### src/rtl/hfifo_pkg.sv
// hfifo_pkg: shared types and helpers for the clocked handshake FIFO.
//
// Contents:
//   in_state_t   - upstream (write side) handshake FSM states
//   out_state_t  - downstream (read side) handshake FSM states
//   ptr_next()   - pointer increment with explicit wrap at an arbitrary depth
package hfifo_pkg;

    // Upstream side: IN_IDLE waits for a request, IN_ACK holds the
    // acknowledge until the request returns to zero.
    typedef enum logic [0:0] {
        IN_IDLE = 1'b0,
        IN_ACK  = 1'b1
    } in_state_t;

    // Downstream side: OUT_REQ presents data, OUT_WAIT waits for the
    // acknowledge to return to zero before the next entry may be offered.
    typedef enum logic [1:0] {
        OUT_IDLE = 2'd0,
        OUT_REQ  = 2'd1,
        OUT_WAIT = 2'd2
    } out_state_t;

    // Next pointer value. DEPTH need not be a power of two, so the wrap
    // from depth-1 back to 0 is explicit rather than relying on overflow.
    function automatic int unsigned ptr_next(input int unsigned ptr,
                                             input int unsigned depth);
        int unsigned nxt;
        if (ptr >= (depth - 32'd1)) begin
            nxt = 32'd0;
        end else begin
            nxt = ptr + 32'd1;
        end
        return nxt;
    endfunction

endpackage : hfifo_pkg

### src/rtl/hfifo_sync.sv
// sync2: two-flop synchroniser for a single control bit coming from an
// asynchronous neighbour. Only used when HFIFO_SYNC_EN is defined.
//
// Ports:
//   clk - clock, rising edge
//   rst - synchronous reset, active-low; both flops clear to 0
//   d   - asynchronous input bit
//   q   - synchronised output bit (two clocks of latency)
module sync2 (
    input  logic clk,
    input  logic rst,
    input  logic d,
    output logic q
);

    logic meta_r;
    logic sync_r;

    // Two-stage capture; the first stage may go metastable, the second
    // gives it a full cycle to resolve.
    always_ff @(posedge clk) begin
        if (!rst) begin
            meta_r <= 1'b0;
            sync_r <= 1'b0;
        end else begin
            meta_r <= d;
            sync_r <= meta_r;
        end
    end

    assign q = sync_r;

endmodule : sync2

### src/rtl/hfifo.sv
// hfifo: multi-entry FIFO with 4-phase return-to-zero request/acknowledge
// handshakes on both sides. Provides elasticity deeper than one place
// between synchronous handshake stages and reports its occupancy.
//
// Parameters:
//   N        - data width in bits (>= 1)
//   DEPTH    - number of storage entries (>= 1, any value)
//   RdataVal - reset value of d_o
//
// Ports:
//   clk   in   rising-edge clock
//   rst   in   synchronous reset, active-low
//   r_i   in   upstream request
//   a_i   out  upstream acknowledge
//   d_i   in   upstream data, valid while r_i=1
//   r_o   out  downstream request
//   a_o   in   downstream acknowledge
//   d_o   out  downstream data, stable while r_o=1
//   level out  number of stored entries
//
// Optional feature (macro HFIFO_SYNC_EN):
//   When defined, r_i and a_o pass through two-flop synchronisers before
//   reaching the FSMs, so asynchronous neighbours may be attached. Every
//   handshake response is then two cycles later. d_i is sampled on the
//   edge at which the synchronised r_i is acted upon, so the upstream
//   side must keep d_i stable for the whole request phase.
//   When undefined, r_i and a_o must be synchronous to clk.
module hfifo
    import hfifo_pkg::*;
#(
    parameter int             N        = 1,
    parameter int             DEPTH    = 4,
    parameter logic [N-1:0]   RdataVal = '0
) (
    input  logic                       clk,
    input  logic                       rst,
    input  logic                       r_i,
    output logic                       a_i,
    input  logic [N-1:0]               d_i,
    output logic                       r_o,
    input  logic                       a_o,
    output logic [N-1:0]               d_o,
    output logic [$clog2(DEPTH+1)-1:0] level
);

    localparam int PW = (DEPTH > 1) ? $clog2(DEPTH) : 1;
    localparam int LW = $clog2(DEPTH + 1);
    localparam logic [LW-1:0] LVL_FULL = LW'(DEPTH);

    // Control inputs as seen by the FSMs.
    logic r_in_s;
    logic a_out_s;

`ifdef HFIFO_SYNC_EN
    sync2 u_sync_r_i (
        .clk (clk),
        .rst (rst),
        .d   (r_i),
        .q   (r_in_s)
    );

    sync2 u_sync_a_o (
        .clk (clk),
        .rst (rst),
        .d   (a_o),
        .q   (a_out_s)
    );
`else
    assign r_in_s  = r_i;
    assign a_out_s = a_o;
`endif

    // Storage and bookkeeping registers.
    logic [N-1:0]  mem_r [DEPTH];
    logic [PW-1:0] wr_ptr_r;
    logic [PW-1:0] rd_ptr_r;
    logic [LW-1:0] level_r;
    logic [N-1:0]  d_o_r;
    logic          a_i_r;
    logic          r_o_r;
    in_state_t     in_state_r;
    out_state_t    out_state_r;

    // Next-state values from the combinational FSM processes.
    in_state_t     in_state_s;
    out_state_t    out_state_s;
    logic          a_i_s;
    logic          r_o_s;
    logic          wr_en_s;
    logic          ld_en_s;
    logic          pop_s;
    logic [LW-1:0] level_s;

    // Upstream FSM. Fullness comes from the registered level, so a slot
    // freed by a pop only becomes writable one edge later (no bypass).
    always_comb begin
        in_state_s = in_state_r;
        a_i_s      = a_i_r;
        wr_en_s    = 1'b0;
        case (in_state_r)
            IN_IDLE: begin
                if (r_in_s && (level_r < LVL_FULL)) begin
                    wr_en_s    = 1'b1;
                    a_i_s      = 1'b1;
                    in_state_s = IN_ACK;
                end else begin
                    a_i_s      = 1'b0;
                end
            end
            IN_ACK: begin
                if (!r_in_s) begin
                    a_i_s      = 1'b0;
                    in_state_s = IN_IDLE;
                end else begin
                    a_i_s      = 1'b1;
                end
            end
            default: begin
                a_i_s      = 1'b0;
                in_state_s = IN_IDLE;
            end
        endcase
    end

    // Downstream FSM. Emptiness comes from the registered level, so an
    // entry written on one edge is loaded no earlier than the next edge.
    // An acknowledge seen in OUT_IDLE blocks the load and is otherwise
    // ignored.
    always_comb begin
        out_state_s = out_state_r;
        r_o_s       = r_o_r;
        ld_en_s     = 1'b0;
        pop_s       = 1'b0;
        case (out_state_r)
            OUT_IDLE: begin
                if ((level_r != {LW{1'b0}}) && !a_out_s) begin
                    ld_en_s     = 1'b1;
                    r_o_s       = 1'b1;
                    out_state_s = OUT_REQ;
                end else begin
                    r_o_s       = 1'b0;
                end
            end
            OUT_REQ: begin
                if (a_out_s) begin
                    pop_s       = 1'b1;
                    r_o_s       = 1'b0;
                    out_state_s = OUT_WAIT;
                end else begin
                    r_o_s       = 1'b1;
                end
            end
            OUT_WAIT: begin
                r_o_s = 1'b0;
                if (!a_out_s) begin
                    out_state_s = OUT_IDLE;
                end else begin
                    out_state_s = OUT_WAIT;
                end
            end
            default: begin
                r_o_s       = 1'b0;
                out_state_s = OUT_IDLE;
            end
        endcase
    end

    // Occupancy update; a write and a pop on the same edge cancel out.
    always_comb begin
        level_s = level_r;
        case ({wr_en_s, pop_s})
            2'b10:   level_s = level_r + {{(LW-1){1'b0}}, 1'b1};
            2'b01:   level_s = level_r - {{(LW-1){1'b0}}, 1'b1};
            default: level_s = level_r;
        endcase
    end

    // Control and output registers; reset abandons any handshake in flight.
    always_ff @(posedge clk) begin
        if (!rst) begin
            in_state_r  <= IN_IDLE;
            out_state_r <= OUT_IDLE;
            a_i_r       <= 1'b0;
            r_o_r       <= 1'b0;
            d_o_r       <= RdataVal;
            wr_ptr_r    <= {PW{1'b0}};
            rd_ptr_r    <= {PW{1'b0}};
            level_r     <= {LW{1'b0}};
        end else begin
            in_state_r  <= in_state_s;
            out_state_r <= out_state_s;
            a_i_r       <= a_i_s;
            r_o_r       <= r_o_s;
            level_r     <= level_s;
            if (ld_en_s) begin
                d_o_r <= mem_r[rd_ptr_r];
            end
            if (wr_en_s) begin
                wr_ptr_r <= PW'(ptr_next(32'(wr_ptr_r), DEPTH));
            end
            if (pop_s) begin
                rd_ptr_r <= PW'(ptr_next(32'(rd_ptr_r), DEPTH));
            end
        end
    end

    // Entry storage; contents are only meaningful below level, so no reset.
    always_ff @(posedge clk) begin
        if (wr_en_s) begin
            mem_r[wr_ptr_r] <= d_i;
        end
    end

    assign a_i   = a_i_r;
    assign r_o   = r_o_r;
    assign d_o   = d_o_r;
    assign level = level_r;

endmodule : hfifo

### config.mk
export PLATFORM = sky130hd
export DESIGN_NAME = hfifo
export DESIGN_NICKNAME = d
export VERILOG_FILES = /design/src/rtl/hfifo_pkg.sv /design/src/rtl/hfifo_sync.sv /design/src/rtl/hfifo.sv
export SDC_FILE = /design/constraint.sdc
export NUM_CORES = 1
export LEC_CHECK = 0
export ABC_AREA = 1
export BUFFER_PORTS_ARGS = -buffer_cell sky130_fd_sc_hd__buf_2
export CAP_MARGIN = 20
export CORE_MARGIN = 10
export CORE_UTILIZATION = 39
export DETAILED_ROUTE_END_ITERATION = 10
export SETUP_SLACK_MARGIN = 0.05
export SYNTH_ARGS = -nofsm -noshare
export SYNTH_HDL_FRONTEND = slang
export SYNTH_SLANG_ARGS = --single-unit
export TNS_END_PERCENT = 5
### constraint.sdc
create_clock -name clk -period 5.2 [get_ports clk]
set_clock_uncertainty 0.1 [all_clocks]
set_input_delay 1.04 -clock clk [delete_from_list [all_inputs] [get_ports clk]]
set_output_delay 1.04 -clock clk [all_outputs]
set_load 0.02 [all_outputs]
# After elaboration in Yosys (flattened, before gate mapping)
# Memory sizes are Yosys's and may differ from the RTL's. A register that Yosys moved wholly into a read port is not among the register bits.
# Index checks and enable logic that the tools add are counted.
dict set report op_classes {
  n_addsub 4
  reduce_logical 8
  muxes 19
  div 0
  n_shift 0
  bitwise 1
  n_eq_ne 6
  magnitude_cmp 3
  multipliers 0
}
# operator count
set op_table {}
lappend op_table {{$mux W1} 10}
lappend op_table {{$mux W2} 5}
lappend op_table {{$pmux W2 S3} 1}
lappend op_table {{$pmux W3 S2} 1}
lappend op_table {{$add A2 B1 Y2 const B} 2}
lappend op_table {{$eq A2 B1 Y1 const B} 2}
lappend op_table {{$eq A2 B2 Y1 const B} 2}
lappend op_table {{$ge A2 B2 Y1 const B} 2}
lappend op_table {{$ne A2 B2 Y1 const B} 2}
lappend op_table {{$pmux W1 S2} 2}
lappend op_table {{$add A3 B1 Y3 const B} 1}
lappend op_table {{$lt A3 B3 Y1 const B} 1}
lappend op_table {{$reduce_bool A3 Y1} 1}
lappend op_table {{$sub A3 B1 Y3 const B} 1}
lappend op_table {{$logic_and A1 B1 Y1} 2}
lappend op_table {{$logic_not A1 Y1} 2}
lappend op_table {{$logic_not A2 Y1} 1}
lappend op_table {{$reduce_and A2 Y1} 1}
lappend op_table {{$reduce_bool A2 Y1} 1}
lappend op_table {{$not A1 Y1} 1}
dict set report totals {
  out_inout_bits 6
  in_bits 5
  word_cells 48
  ff_bits 11
  latch_bits 0
  mem_bits_rw 4
  mem_count 1
  romBits 0
}
# name depth word_bits read_ports rd_clocked_by_memory_dff write_ports line_no
set memory_table {}
lappend memory_table {mem_r 4 1 1 1 1 hfifo.sv:74} ;# logic [N-1:0] mem_r [DEPTH];

# Depth between registers and ports, before layout
# Gate-level depths: netlist of the first run.
dict set report depth {
  ltp_word 6
  depth_mapped 12
  depth_no_buf 12
}

# Worst setup path before layout of the first run
# OpenSTA, ideal clock, no wires.
dict set report synth_path {
  kind {input port to flip-flop}
  startpoint {input port a_o}
  endpoint {register level_r[2], in the netlist level[2]}
  t_required_ns 4.987
  arrival_ns 2.086
  slack_ns 2.901
  setup_ns 0.113
  stages 11
  path_buffers 0
  cell_sequence {nand3_1 -> inv_1 -> ha_1 -> inv_1 -> fa_1 -> inv_1 -> nand2_1 -> nand3_1 -> nand2_1 -> nand2_1 -> nor2_1}
}
dict set report synth_via {
  elab_chain_cells 4
  word_cells_on_any_way 6
  cone_classes {eq/ne: 2; mux: 3; reduce/logical: 1}
}
# element line_no
set synth_rtl {}
lappend synth_rtl {{start, declared} hfifo.sv:41} ;# input logic a_o,
lappend synth_rtl {{$mux W1 *} hfifo.sv:145} ;# if (a_out_s) begin
lappend synth_rtl {{$mux W1 *} hfifo.sv:134} ;# case (out_state_r)
lappend synth_rtl {{named net pop_s} hfifo.sv:91} ;# logic pop_s;
lappend synth_rtl {{$eq A2 B1 Y1 or $eq A2 B2 Y1 (tied branches)} hfifo.sv:171} ;# case ({wr_en_s, pop_s})
lappend synth_rtl {{$pmux W3 S2 or $reduce_bool A2 Y1 (tied branches)} --}
lappend synth_rtl {{end signal, assigned} hfifo.sv:188} ;# level_r <= {LW{1'b0}};
lappend synth_rtl {{end signal, assigned} hfifo.sv:194} ;# level_r <= level_s;
lappend synth_rtl {{end, declared} hfifo.sv:77} ;# logic [LW-1:0] level_r;
# Mark *: on every way through the listed nets, which the timed path passes. The rest lies on a longest branch.
# A chain may end at the register's enable or synchronous reset.

# Final worst setup path of the first run
# Same ends and word-level chain as after synthesis.

==> results of run 1 <==
==> power by group <==
group	switching, W	internal (W)
clock	0.0000351	0.0000278
combinational	0.0000349	0.0000198
sequential	0.00000631	0.000138
total	0.0000762	0.000186
==> cell type report <==
class / instances / area (µm²) / share of cell area [%]
clock inverter: 1 / 3.75 / 0.419
sequential: 16 / 360 / 40.2
tap: 27 / 33.8 / 3.77
multi-input combinational: 57 / 339 / 37.8
clock buffer: 3 / 22.5 / 2.51
timing repair buffer: 10 / 50.0 / 5.59
inverter: 23 / 86.3 / 9.64
==> layout by cell type, fill, tap and decap left out <==
cell / instances
nand3_1: 6
clkinv_1: 1
nand2_2: 2
ha_1: 6
a21oi_1: 8
nor2_1: 10
buf_2: 10
nand2_1: 14
o21ai_0: 5
inv_1: 20
nand3b_1: 1
nor2_2: 1
dfxtp_1: 12
a21boi_1: 2
inv_2: 3
clkbuf_4: 3
fa_1: 1
edfxtp_1: 4
nand3_4: 1
==> state kept, by name (all words and copies together) (netlist names) <==
signal       cells
mem_r            4
level            3
out_state_r      2
rd_ptr_r         2
wr_ptr_r         2
d_o              1
in_state_r       1
r_o              1
==> cells by family after synthesis <==
kind of cell | count (synthesis)
AOI/OAI and AO/OA | 15
DFF | 16
and+or+nand+nor | 35
buffers and inverters | 24
adders and majority gates | 7
==> critical path, cell delays in order <==
cell and delay [ps]:
buf_2 120, nand3_1 150, inv_1 90, ha_1 170
inv_1 70, fa_1 370, inv_1 60, nand2_1 40
nand3_1 70, nand2_1 50, nand2_1 50, nor2_1 40
==> metal layers <==
layer	up-vias	GRT usage [%]	routed length [µm]
met4	0	3.21	8
li1	327	-	-
met1	240	6.31	592
met3	2	3.90	51
met5	-	0	0
met2	7	9.48	541
==> path summary, 6_finish.rpt <==
| path | startpoint | to | slack, ps | depth (start not counted) |
|---|---|---|---|---|
| worst max-delay path | a_o | level[2]$_SDFFE_PN0P_ | 2960 | 12 |
| worst min-delay path | out_state_r[1]$_SDFFE_PN0P_ | out_state_r[1]$_SDFFE_PN0P_ | 350 | 1 |
| worst max register to register | out_state_r[0]$_SDFFE_PN0P_ | level[2]$_SDFFE_PN0P_ | 3420 | 11 |
| worst min register to register | out_state_r[1]$_SDFFE_PN0P_ | out_state_r[1]$_SDFFE_PN0P_ | 350 | 1 |
==> through the flow <==
stage / utilization, % / hold WS [ps]
after detailed placement: 44.8 / 344
after global placement: 44.8 / 338
final: 46.1 / 352
after global routing: 46.1 / 374
after floorplan: - / 328
after CTS: 46.1 / 357
==> summary.txt, run 1 <==
Detailed routing
  – DR vias: 576
  – Vias/cell: 4.20
  – TritonRoute pass-1 iters: 2
  – 1st-iter DRT viols: 19
  – Wire per inst: 8.71 µm
  – Residual DRC: 0
  – Antenna viol nets, final: 0
  – WL final: 1.19 mm

Placement
  – Placed inst area: 870 µm²
  – DP HPWL: 956 µm
  – Post-place setup slack: 2680 ps
  – Placed Cells: 133
  – I/O Buffers: 10
  – Final Wtd Congestion: 0.793

CTS
  – Clock buffer depth: 2
  – Latest clock arrival within the worst-skew pair: 270 ps
  – CTS HTree Levels: 1
  – Root buf cell: clkbuf_4
  – CTS tree: built
  – Hold-fix buffers at CTS: 0
  – Clk sinks: 16
  – Post-CTS Resized: 0
  – Clock transition at path regs: 90 ps
  – Setup bufs post-CTS: 0
  – Clock buffer count from CTS: 3

Synth
  – Syn Area/Cell: 8.18 µm²
  – Yosys Warn Count: 0
  – Top cells by area, synth: dfxtp_1, edfxtp_1, ha_1
  – Post-Synth Adder-Cell Area: 12.0%
  – Flops & latches, synth: 16
  – Area leader, netlist: dfxtp_1
  – Compound-Gate Fraction of Synth Area: 10.1%
  – Count leader, synth: inv_1
  – Largest family of logic cells by synthesized area: simple AND/OR/NAND/NOR gates
  – Simple-gate share of the synthesized area: 20.7%
  – Syn nets: 109
  – Mux contribution to synthesized area: 0%
  – Share of synthesized registers carrying an async set or reset: 0%
  – Xor/xnor share of the synthesized area: 0%
  – Synth Instances: 97
  – Sequential share of the synthesized area: 45.4%
  – Primary FF master, synth: dfxtp_1
  – Top-area cell type share of the netlist area: 30.3%
  – Synth unique cells: 17
  – Post-synth top cells: inv_1, nand2_1, dfxtp_1, nor2_1, a21oi_1
  – Number of synthesized flops with an enable pin: 4
  – Synthesized cell area: 793 µm²

Timing
  – FMAX: 0.446 GHz
  – Crit path time final: 2240 ps
  – Slew @ Worst Pin: 187 ps
  – Fin crit share: 43.1%
  – Hold Violations, Final: 0
  – # setup viols final: 0
  – Final Max Slew Viols: 0
  – Final worst slack: 2960 ps
  – Slew margin rel.: 87.5%
  – TNS Setup: 0 ps
  – RSZ-0062 raised after global routing: false

Floorplan
  – Placeable Area: 1940 µm²
  – Row count: 16
  – Die height: 65.1 µm
  – I/O pin count: 11
  – Die X: 65.1 µm
  – Starting density of the core: 40.9%
  – Die area: 4240 µm²

Global route
  – Global-route wire length before repair: 2.08 mm
  – Largest net degree at the start of global routing: 13
  – Initial antenna violation count: 0
  – Vias in the first global route: 531
  – Gr usage total: 6.13%
  – Total congestion overflow: 0

Layout
  – Share of cells above drive strength 1: 18.2%
  – # diodes: 0
  – Area Growth Syn to Fin: 12.9%
  – Final nets: 123
  – # fillers: 202
  – Finished Layout Cells: 137
  – Design area: 896 µm²

Critical path
  – Crit start category: input port
  – WS Path Type: input port to flip-flop
  – Crit Path Max Fanout: 5
  – Critical Path Sink Type: flip-flop
  – Arr. time, crit path: 2320 ps
  – Req. time, crit path: 5280 ps

Outcome
  – Status: finished clean

Power and ir drop
  – Lkg Pwr: 0.444 nW
  – Overall Power: 0.000262 W
  – Worst IR drop on VDD: 0.193 mV
  – Pwr/cell area: 292 nW/µm²

Flow run
  – Max-Cap Viols: 0

Min path
  – Worst hold-check path type: flip-flop to flip-flop
No activity file was read; power rests on OpenSTA's default activity.
==> run 2, diff against run 1 <==
ABC_AREA = 0   (was 1)
clock period = 1.98 ns   (was 5.2 ns; I/O delays follow)
==> run 2 against run 1 <==
Compared with the run above:
- combinational power rose by 150%
- non-clock buffer count rose by 6
- die area fell by 2.7%
- sequential share of layout area fell by 0.63 points
- largest cell class is now multi-input gates
==> summary.txt, run 2 <==
Synth
  – Yosys Warn Count: 0 (unchanged)
  – Synth Instances: 70 (-28%)
  – Primary FF master, synth: dfxtp_1
  – Sequential share of the synthesized area: 47.3% (+1.9 points)
  – Area leader, netlist: dfxtp_1
  – Synth unique cells: 25 (+8)
  – Flops & latches, synth: 16 (unchanged)
  – Top-area cell type share of the netlist area: 31.5% (+1.2 points)
  – Share of synthesized registers carrying an async set or reset: 0% (unchanged)
  – Number of synthesized flops with an enable pin: 4 (unchanged)
  – Top cells by area, synth: dfxtp_1, edfxtp_1, ha_1
  – Syn Area/Cell: 10.9 µm² (+33%)
  – Count leader, synth: dfxtp_1
  – Synthesized cell area: 762 µm² (-3.9%)
  – Syn nets: 82 (-25%)
  – Post-synth top cells: dfxtp_1, inv_1, and2_1, ha_1

Timing
  – Crit path time final: 1840 ps
  – Final worst slack: 137 ps (-2820 ps)
  – TNS Setup: 0 ps (unchanged)
  – FMAX: 0.543 GHz
  – Hold Violations, Final: 0 (unchanged)
  – Final Max Slew Viols: 0 (unchanged)
  – # setup viols final: 0 (unchanged)
  – Slew margin rel.: 84.5% (-3.0 points)
  – Slew @ Worst Pin: 231 ps (+43.8 ps)
  – Fin crit share: 93.1%
  – RSZ-0062 raised after global routing: true

CTS
  – Clk sinks: 16 (unchanged)
  – Hold-fix buffers at CTS: 0 (unchanged)
  – CTS HTree Levels: 1 (unchanged)
  – Clock buffer depth: 2 (unchanged)
  – Latest clock arrival within the worst-skew pair: 290 ps (+20 ps)
  – Clock buffer count from CTS: 3 (unchanged)
  – Clock transition at path regs: 90 ps (about the same)
  – Root buf cell: clkbuf_4
  – CTS tree: built

Placement
  – Placed inst area: 885 µm² (+1.7%)
  – Final Wtd Congestion: 0.690 (-13%)
  – Post-place setup slack: -34.7 ps (-2710 ps)
  – Placed Cells: 109 (-18%)
  – I/O Buffers: 10 (unchanged)
  – DP HPWL: 931 µm (-2.6%)

Floorplan
  – Placeable Area: 1780 µm² (-8.2%)
  – Die height: 64.2 µm (-1.4%)
  – Die area: 4120 µm² (-2.7%)
  – Die X: 64.2 µm (-1.4%)
  – Starting density of the core: 42.7% (+1.9 points)
  – I/O pin count: 11 (unchanged)
  – Row count: 15 (-1)

Global route
  – Vias in the first global route: 517 (-2.6%)
  – Met1 usage: 6.87% (+0.56 points)
  – Global-route wire length before repair: 2.18 mm (+4.7%)
  – Busiest grt layer: met2
  – Largest net degree at the start of global routing: 14 (+1)
  – Gr usage total: 6.77% (+0.64 points)
  – Initial antenna violation count: 0 (unchanged)
  – Met2 GRT Util: 10.7% (+1.2 points)
  – GR Util met3: 4.36% (+0.46 points)
  – Total congestion overflow: 0 (unchanged)

Min path
  – Worst hold-check path type: input port to flip-flop

Detailed routing
  – TritonRoute pass-1 iters: 3 (+1)
  – Antenna viol nets, final: 0 (unchanged)
  – 1st-iter DRT viols: 13 (-6)
  – WL final: 1.23 mm (+3.4%)
  – Residual DRC: 0 (unchanged)
  – Wire per inst: 10.8 µm (+24%)
  – Vias/cell: 4.56 (+8.5%)
  – DR vias: 520 (-9.7%)

Power and ir drop
  – Pwr/cell area: 753 nW/µm² (+160%)
  – Lkg Pwr: 0.442 nW (-0.39%)
  – Worst IR drop on VDD: 0.546 mV (+180%)

Critical path
  – CP peak stage delay: 330 ps (-40 ps)
  – Critical Path Sink Type: flip-flop
  – Crit Path Max Fanout: 2 (-3)
  – Req. time, crit path: 2110 ps (-3170 ps)
  – Arr. time, crit path: 1970 ps (-350 ps)
  – Slowest library cell on the worst path: dfxtp_2
  – Crit start category: flip-flop
  – Crit path cell chain: nand3b_1, inv_1, ha_2, inv_2, fa_2, xor2_1, or3_1, a21boi_1
  – WS Path Type: flip-flop to flip-flop

Layout
  – Final nets: 102 (-17%)
  – Share of cells above drive strength 1: 30.3% (+12 points)
  – Area Growth Syn to Fin: 20.7%
  – Most common cell after layout, fill and taps aside: buf_2
  – Most frequent cells in the layout: buf_2, dfxtp_1, inv_1
  – # fillers: 171 (-15%)
  – Reg with most FFs: mem_r
  – Design area: 920 µm² (+2.7%)
  – # diodes: 0 (unchanged)
  – Largest register FFs: 4 (unchanged)
  – Finished Layout Cells: 114 (-17%)

Flow run
  – Max-Cap Viols: 0 (unchanged)

Outcome
  – Status: finished clean
## run 2: kinds of logic after synthesis
family                   count (synthesis)  synth area share, %
buffers and inverters                    9                 4.43
adder cells (fa/ha/maj)                  7                 12.5
XOR/XNOR                                 3                 3.45
AO/OA/AOI/OAI                            9                 8.54
flip-flops                              16                 47.3
multiplexers                             4                 6.90
AND/OR/NAND/NOR                         22                 16.9
## run 2: cell type report
type                            instances  area, µm²  share of cell area [%]
Clock buffer                            4       26.3                    2.86
Inverter                                8       30.0                    3.27
Multi-Input combinational cell         45        373                    40.5
Sequential cell                        16        364                    39.6
Tap cell                               25       31.3                    3.40
Timing Repair Buffer                   16       95.1                    10.3
## run 2: report_power, final
| group | internal [W] | switching, W |
|---|---|---|
| Clock | 0.0000783 | 0.000102 |
| Combinational | 0.0000641 | 0.0000717 |
| Sequential | 0.000359 | 0.0000174 |
| Total | 0.000502 | 0.000191 |
## run 2: path summary, 6_finish.rpt
kind         cells after the start  slack, ps               endpoint                         from
min                              1        220     mem_r[0]$_DFFE_PP_                          d_i
min reg2reg                      2        370  in_state_r$_SDFF_PN0_        in_state_r$_SDFF_PN0_
max                              8        140  level[2]$_SDFFE_PN0P_  out_state_r[1]$_SDFFE_PN0P_
max reg2reg                      8        140  level[2]$_SDFFE_PN0P_  out_state_r[1]$_SDFFE_PN0P_
## run 2: stage by stage
step	hold slack [ps]	utilization (%)	power, W
6_report	223	51.6	0.000693
4_1_cts	213	51.1	0.000706
3_3_place_gp	342	49.6	0.000518
2_1_floorplan	377	-	0.000476
5_1_grt	203	51.6	0.000741
3_5_place_dp	354	49.6	0.000521
## run 2: worst max-delay path, delay by kind of cell (launching register included)
family                   cells  cell delay [ps]
AO/OA/AOI/OAI                1              110
XOR/XNOR                     1              150
adder cells (fa/ha/maj)      2              500
buffers and inverters        2              130
flip-flops                   1              330
AND/OR/NAND/NOR              2              460
## run 2: metal layers
| layer | part of all wire (%) | routed length (µm) |
|---|---|---|
| met1 | 48 | 593 |
| met2 | 44 | 548 |
| met3 | 5.8 | 72 |
| met4 | 1.5 | 19 |
| met5 | 0 | 0 |
## run 2: repair_timing
action / CTS / global route
setup buffers: 0 / 1
gates resized for setup: 0 / 2
endpoints found under the setup margin: 0 / 1
